### src/rtl/mpy_seq.sv
// Sequential 16x16 shift-add multiplier with signed/unsigned modes.
// One add step per cycle for 16 cycles, a sign-fix cycle, then a one-cycle done pulse.
module mpy_seq (
    input  logic        clk,
    input  logic        rst,
    input  logic [31:0] control_signal,
    input  logic [15:0] acc_in,
    input  logic [15:0] br_in,
    output logic [15:0] mr_data,
    output logic [15:0] acc_data,
    output logic        busy,
    output logic        done
);

    localparam int unsigned ClearBit  = 21;
    localparam int unsigned StartBit  = 22;
    localparam int unsigned SignedBit = 23;

    typedef enum logic [1:0] {
        StIdle,
        StCalc,
        StFix,
        StDone
    } state_e;

    state_e      state_q, state_d;
    logic [15:0] mcand_q, mcand_d;
    logic [15:0] mplier_q, mplier_d;
    logic        neg_q, neg_d;
    logic [31:0] prod_q, prod_d;
    logic [3:0]  cnt_q, cnt_d;
    logic [15:0] mr_q, mr_d;
    logic [15:0] lo_q, lo_d;
    logic        busy_q, busy_d;
    logic        done_q, done_d;

    logic        ctl_clear;
    logic        ctl_start;
    logic        ctl_signed;
    logic [15:0] acc_mag;
    logic [15:0] br_mag;
    logic [31:0] addend;
    logic [31:0] fixed_prod;

    // Remaining control bits belong to other CPU units.
    logic unused_ctrl;
    assign unused_ctrl = ^{control_signal[31:24], control_signal[20:0]};

    assign ctl_clear  = control_signal[ClearBit];
    assign ctl_start  = control_signal[StartBit];
    assign ctl_signed = control_signal[SignedBit];

    // 16-bit magnitude; 0x8000 wraps to itself, which is its true unsigned magnitude.
    assign acc_mag = acc_in[15] ? (16'd0 - acc_in) : acc_in;
    assign br_mag  = br_in[15]  ? (16'd0 - br_in)  : br_in;

    assign addend     = {16'd0, mcand_q} << cnt_q;
    assign fixed_prod = neg_q ? (32'd0 - prod_q) : prod_q;

    always_comb begin
        state_d  = state_q;
        mcand_d  = mcand_q;
        mplier_d = mplier_q;
        neg_d    = neg_q;
        prod_d   = prod_q;
        cnt_d    = cnt_q;
        mr_d     = mr_q;
        lo_d     = lo_q;
        busy_d   = busy_q;
        done_d   = 1'b0;

        unique case (state_q)
            StIdle: begin
                if (ctl_start) begin
                    mcand_d  = ctl_signed ? acc_mag : acc_in;
                    mplier_d = ctl_signed ? br_mag : br_in;
                    neg_d    = ctl_signed & (acc_in[15] ^ br_in[15]);
                    prod_d   = 32'd0;
                    cnt_d    = 4'd0;
                    busy_d   = 1'b1;
                    state_d  = StCalc;
                end
            end
            StCalc: begin
                if (mplier_q[cnt_q]) begin
                    prod_d = prod_q + addend;
                end
                cnt_d  = cnt_q + 4'd1;
                busy_d = 1'b1;
                if (cnt_q == 4'd15) begin
                    state_d = StFix;
                end
            end
            StFix: begin
                prod_d  = fixed_prod;
                mr_d    = fixed_prod[31:16];
                lo_d    = fixed_prod[15:0];
                done_d  = 1'b1;
                busy_d  = 1'b0;
                state_d = StDone;
            end
            StDone: begin
                busy_d  = 1'b0;
                state_d = StIdle;
            end
            default: begin
                state_d = StIdle;
                busy_d  = 1'b0;
            end
        endcase

        // Clear wins over everything else, including a start in the same cycle.
        if (ctl_clear) begin
            state_d  = StIdle;
            mcand_d  = 16'd0;
            mplier_d = 16'd0;
            neg_d    = 1'b0;
            prod_d   = 32'd0;
            cnt_d    = 4'd0;
            mr_d     = 16'd0;
            lo_d     = 16'd0;
            busy_d   = 1'b0;
            done_d   = 1'b0;
        end
    end

    always_ff @(posedge clk) begin
        if (rst) begin
            state_q  <= StIdle;
            mcand_q  <= 16'd0;
            mplier_q <= 16'd0;
            neg_q    <= 1'b0;
            prod_q   <= 32'd0;
            cnt_q    <= 4'd0;
            mr_q     <= 16'd0;
            lo_q     <= 16'd0;
            busy_q   <= 1'b0;
            done_q   <= 1'b0;
        end else begin
            state_q  <= state_d;
            mcand_q  <= mcand_d;
            mplier_q <= mplier_d;
            neg_q    <= neg_d;
            prod_q   <= prod_d;
            cnt_q    <= cnt_d;
            mr_q     <= mr_d;
            lo_q     <= lo_d;
            busy_q   <= busy_d;
            done_q   <= done_d;
        end
    end

    assign mr_data  = mr_q;
    assign acc_data = lo_q;
    assign busy     = busy_q;
    assign done     = done_q;

endmodule

### config.mk
export PLATFORM = sky130hd
export DESIGN_NAME = mpy_seq
export DESIGN_NICKNAME = d
export VERILOG_FILES = /design/src/rtl/mpy_seq.sv
export SDC_FILE = /design/constraint.sdc
export NUM_CORES = 1
export LEC_CHECK = 0
export BUFFER_PORTS_ARGS = -buffer_cell sky130_fd_sc_hd__buf_4
export CORE_ASPECT_RATIO = 1.25
export CORE_UTILIZATION = 45
export DETAILED_ROUTE_END_ITERATION = 7
export HOLD_SLACK_MARGIN = 0.08
export PLACE_DENSITY = 0.61
export SLEW_MARGIN = 40
export SYNTH_ARGS = -nofsm -noshare
export SYNTH_HDL_FRONTEND = slang
export SYNTH_SLANG_ARGS = --single-unit
export TNS_END_PERCENT = 50
### constraint.sdc
create_clock -name clk -period 6.4 [get_ports clk]
set_input_delay 1.28 -clock clk [delete_from_list [all_inputs] [get_ports clk]]
set_output_delay 1.28 -clock clk [all_outputs]
set_load 0.005 [all_outputs]
==> qor.yml, run 1 <==
outcome:
  status: "finished, final reports clean"
routing:
  wirelength_mm: 20.61
  first_iter_violations: 302
  vias_per_cell: 5.661
  via_count: 7331
  wire_per_inst_um: 15.92
  first_pass_iters: 4
  ant_nets: 0
  drc: 0
power:
  vdd_drop_max_mv: 0.1268
  p_int_mw: 0.9981
  switching_power_mw: 0.3802
  total_power_mw: 1.378
  p_clk_frac: 0.379
  powerDensity_nw_per_um2: 158.0
  pwr-share-comb: 0.132
  leakage_nw: 3.283
  seqPwrFrac: 0.489
  swShare: 0.2759
hold_path:
  hp-class: "flip-flop to flip-flop"
  whs_path_depth: 2
clock_tree:
  clk_pin_slew_ps: 70
  clk_latency_ps: 360
  cts_root_buf: "clkbuf_16"
  ctsResizeCount: 0
  cts_sinks: 105
  numCtsBuffers: 9
  htree_levels: 3
  cts_tree: "built"
  postCtsHoldBufs: 0
  cts_setup_buffers: 0
  ctsLongestPathBuffers: 2
run:
  cap_viol_max_count: 0
layout:
  layout.nets: 1177
  diodes: 0
  areaGrowthSynthToFinish_pct: 11.48
  stdcell_count: 1295
  drive_gt1_frac: 0.1284
  utilization: 0.5159
placement:
  dp_cells: 1280
  dp_hpwl_mm: 15.73
  portBuffers: 70
  gp_congestion: 0.9101
critical_path:
  arrival_ps: 4470
  startpoint_type: "flip-flop"
  crit_path_end_kind: "flip-flop"
  path_max_fanout: 31
  path_class: "flip-flop to flip-flop"
  reg2reg_depth: 14
  worstPathRequired_ps: 6630
floorplan:
  die_area_um2: 17930
  die_w_um: 120.0
  initial_utilization: 0.4628
  die_y_um: 149.4
  io_pins: 100
  row_count: 53
  coreArea_um2: 16910
timing:
  finalMaxSlewViolations: 0
  rsz0062_at_grt: "false"
  tightest_slew_ps: 796.7
  period_share: 0.6620
  finalHoldViolCount: 0
  slew_headroom: 0.4619
  clock_skew_ps: 12.36
  fin_crit_ps: 4237
  clock.fmax_mhz: 236.0
  tns_ps: 0
  setup_viol: 0
synthesis:
  ys_top_cells_by_area: "dfxtp_1, a21oi_1, ha_1"
  yosysWarningCount: 0
  yosysTopAreaCellShare: 0.2686
  synth_cell_types: 65
  synth.yosys.seq_area_share: 0.2686
  synth_async_sr_flop_share: 0
  syn_inst: 1047
  synthTopCellsByCount: "nand2_1, nor2_1, a21oi_1, dfxtp_1, o21ai_0"
  yosysMostFrequentCell: "nand2_1"
  synth_nets: 1153
  synth_area_um2: 7826
  synth_enable_flop_cells: 0
  yosysTopAreaCell: "dfxtp_1"
  avgSynthCellArea_um2: 7.475
  synthFlopType: "dfxtp_1"
  synth-seq-cells: 105
grt:
  first_global_vias: 6926
  grt_max_degree: 63
  grt_antenna_before_repair: 0
  grt_use_total: 0.2356
  grt_first_pass_wirelength_mm: 33.85
  grt_remaining_overflow: 0
[worst max-delay path, stage by stage (launching register included)]
cell      delay [ps]
dfxtp_2          710
mux2_2           410
o21ai_0          330
nor2_1            70
a21oi_1          200
nor2_1           110
ha_1             400
a21oi_1          110
nor3b_1          200
or4_1            120
o21ai_0          140
o41ai_1          760
a221oi_1         250
xor2_1           200
o221ai_1         110
[final timing paths]
| kind | start | slack [ps] | endpoint |
|---|---|---|---|
| worst max-delay path | cnt_q[1] | 2160 | prod_q[28] |
| worst min register to register | neg_q | 450 | neg_q |
| worst max register to register | cnt_q[1] | 2160 | prod_q[28] |
| worst min-delay path | neg_q | 450 | neg_q |
[per-layer routing]
| layer | share of wire | GRT usage |
|---|---|---|
| met1 | 0.45 | 0.2793 |
| met2 | 0.49 | 0.4227 |
| met3 | 0.033 | 0.03468 |
| met4 | 0.028 | 0.09438 |
| met5 | 0 | 0 |
[sequential cells by signal (all words and copies together) (netlist names)]
register and flops:
done 1, acc_data 16, busy 1, neg_q 1
cnt_q 4, prod_q 32, mr_data 16, mcand_q 16
mplier_q 16, state_q 2
[cell type report]
class / count / area (µm²)
Clock buffer: 9 / 225.2
Tap cell: 220 / 275.3
Fill cell: 1771 / 8185
Timing Repair Buffer: 79 / 593.1
Inverter: 19 / 71.32
Clock inverter: 6 / 43.79
Sequential cell: 105 / 2105
Multi-Input combinational cell: 857 / 5411
[power groups by stage]
stage / clock network [mW] / logic [mW] / registers, mW
after global routing: 0.556 / 0.204 / 0.675
after global placement: 0 / 0.181 / 0.688
after CTS: 0.534 / 0.184 / 0.673
after floorplan: 0 / 0.124 / 0.686
after detailed placement: 0 / 0.183 / 0.689
final: 0.522 / 0.183 / 0.673
[metrics by stage]
step	worst slack [ps]	area, µm²	hold slack (ps)
after global placement	1855	8446	436.5
final	2163	8725	453.2
after floorplan	2334	7826	429.4
after global routing	1853	8725	476.8
after detailed placement	1851	8454	446.3
after CTS	1830	8723	454.2
[layout by cell type (no fill, tap or decap), types with 18 or more instances in the layout]
master	Yosys	layout
a21oi_1	106	106
o21ai_0	76	76
nand2_1	128	128
dfxtp_1	105	103
ha_1	39	38
xnor2_1	30	30
buf_4	0	79
a211oi_1	34	34
xor2_1	50	50
inv_1	18	18
nor2_1	123	122
nor3_1	26	26
mux2i_1	18	18
[cell families after synthesis]
kind of cell,Yosys count,synth area share
fa+ha+maj,40,0.06491
mux,39,0.06043
compound gates,314,0.2510
xor+xnor,80,0.08953
flops,105,0.2686
buf+inv,85,0.04125
simple gates,384,0.2243
No activity file was read; power rests on OpenSTA's default activity.
==> run 2: changes to the inputs <==
Clock period 6.4 ns to 4.2 ns, I/O delays scaled along.
==> qor.yml, run 2 (same netlist as run 1, synthesis figures left out) <==
clock_tree:
  clk_latency_ps: 360
  cts_tree: "built"
  htree_levels: 3
  ctsResizeCount: 0
  ctsLongestPathBuffers: 2
  numCtsBuffers: 9
  cts_root_buf: "clkbuf_16"
  postCtsHoldBufs: 0
  cts_setup_buffers: 0
  clk_pin_slew_ps: 70
  cts_sinks: 105
power:
  p_int_mw: 1.606
  leakage_nw: 3.412
  powerDensity_nw_per_um2: 243.0
  seqPwrFrac: 0.472
  vdd_drop_max_mv: 0.1947
  pwr-share-comb: 0.132
  total_power_mw: 2.174
  swShare: 0.2612
  p_clk_frac: 0.396
  switching_power_mw: 0.5678
floorplan:
  die_w_um: 120.0
  initial_utilization: 0.4628
  io_pins: 100
  die_y_um: 149.4
  die_area_um2: 17930
  coreArea_um2: 16910
  row_count: 53
critical_path:
  cpMostUsedCell: "a21oi_1"
  path_class: "flip-flop to flip-flop"
  worstPathRequired_ps: 4430
  cp_cell_sequence: "buf_12 -> mux2_2 -> nor2_1 -> a21oi_1 -> mux2_2 -> nor2_1 -> a21oi_1 -> ha_1 -> a21oi_1 -> o21ai_0 -> a221o_1 -> nor2b_1 -> a211oi_1 -> o21ai_0 -> xnor2_1 -> o221ai_1"
  cp_top_family: "compound AO/OA/AOI/OAI gates"
  crit_slowest_cell: "dfxtp_1"
  startpoint_type: "flip-flop"
  arrival_ps: 4050
  critPathBufInv: 1
  crit_path_end_kind: "flip-flop"
  crit_path_max_incr_delay_ps: 430
  path_max_fanout: 18
grt:
  grt_max_degree: 54
  grt_antenna_before_repair: 0
  first_global_vias: 6853
  grt_remaining_overflow: 0
  grt_use_total: 0.2344
  grt_first_pass_wirelength_mm: 33.73
layout:
  stdcell_count: 1318
  layout.nets: 1200
  drive_gt1_frac: 0.1430
  largest_register_ffs: 32
  final_cell_mix: "nand2_1, nor2_1, a21oi_1, dfxtp_1, buf_4"
  areaGrowthSynthToFinish_pct: 14.32
  layout_commonest_cell: "nand2_1"
  final_area_um2: 8947
  top_register: "prod_q"
  diodes: 0
timing:
  period_share: 0.9113
  finalHoldViolCount: 0
  slew_headroom: 0.5822
  setup_viol: 0
  tightest_slew_ps: 621.9
  clock.fmax_mhz: 261.3
  clock_skew_ps: 11.25
  tns_ps: 0
  rsz0062_at_grt: "false"
  finalMaxSlewViolations: 0
  fin_crit_ps: 3827
placement:
  place_area_um2: 8646
  portBuffers: 70
  dp_cells: 1303
  gp_congestion: 0.9020
  dp_hpwl_mm: 16.10
routing:
  wirelength_mm: 20.39
  ant_nets: 0
  via_count: 7377
  wire_per_inst_um: 15.47
  first_pass_iters: 4
  first_iter_violations: 367
  drc: 0
  vias_per_cell: 5.597
outcome:
  status: "finished, final reports clean"
run:
  cap_viol_max_count: 0
hold_path:
  hp-class: "flip-flop to flip-flop"
## run 2: cell types whose count changed in the layout (fill, tap and decap cells not counted), sizes merged
cell / change
buf: +23
clkbuf: +1
clkinvlp: +1
bufinv: +1
clkinv: -3
## run 2: worst reg2reg max path, delay by kind of cell, from the launching register on
family	cells	cell delay, ps
and+or+nand+nor	3	360
muxes	2	630
buffers and inverters	1	180
DFF	1	430
xor gates and xnor gates	1	180
AOI/OAI and AO/OA	8	1620
adders and majority gates	1	300
## run 2: worst paths after layout
path,depth (start not counted),slack [ps],endpoint,from
worst max-delay path,16,370,prod_q[29],cnt_q[1]
worst min-delay path,2,450,mplier_q[0],mplier_q[0]
worst min register to register,2,450,mplier_q[0],mplier_q[0]
worst max register to register,16,370,prod_q[29],cnt_q[1]
## run 2: final cells by class
class | instances | area, µm²
Multi-Input combinational cell | 857 | 5406
Sequential cell | 105 | 2102
Inverter | 19 | 71.32
Clock buffer | 10 | 239.0
Timing Repair Buffer | 102 | 790.8
Tap cell | 220 | 275.3
Fill cell | 1754 | 7963
Clock inverter | 5 | 62.56
## run 2: power by group through the flow
stage	Combinational [mW]	Clock (mW)	Sequential, mW
after floorplan	0.189	0	1.05
after CTS	0.289	0.884	1.03
after detailed placement	0.288	0	1.05
after global placement	0.286	0	1.05
after global routing	0.322	0.919	1.03
final	0.287	0.862	1.03
## run 2: through the flow
step	hold WS, ps	utilization	setup WS [ps]
after floorplan	429.4	-	134.0
after global placement	436.4	0.5111	363.4
after detailed placement	445.4	0.5113	380.8
after CTS	455.2	0.5291	376.5
after global routing	470.8	0.5291	23.42
final	452.1	0.5291	372.7
## run 2: routing by layer
metal / up-vias / GRT usage / share of wire
li1: 3881 / - / -
met1: 3351 / 0.2875 / 0.45
met2: 118 / 0.4221 / 0.50
met3: 27 / 0.02210 / 0.026
met4: 0 / 0.08500 / 0.021
met5: - / 0 / 0
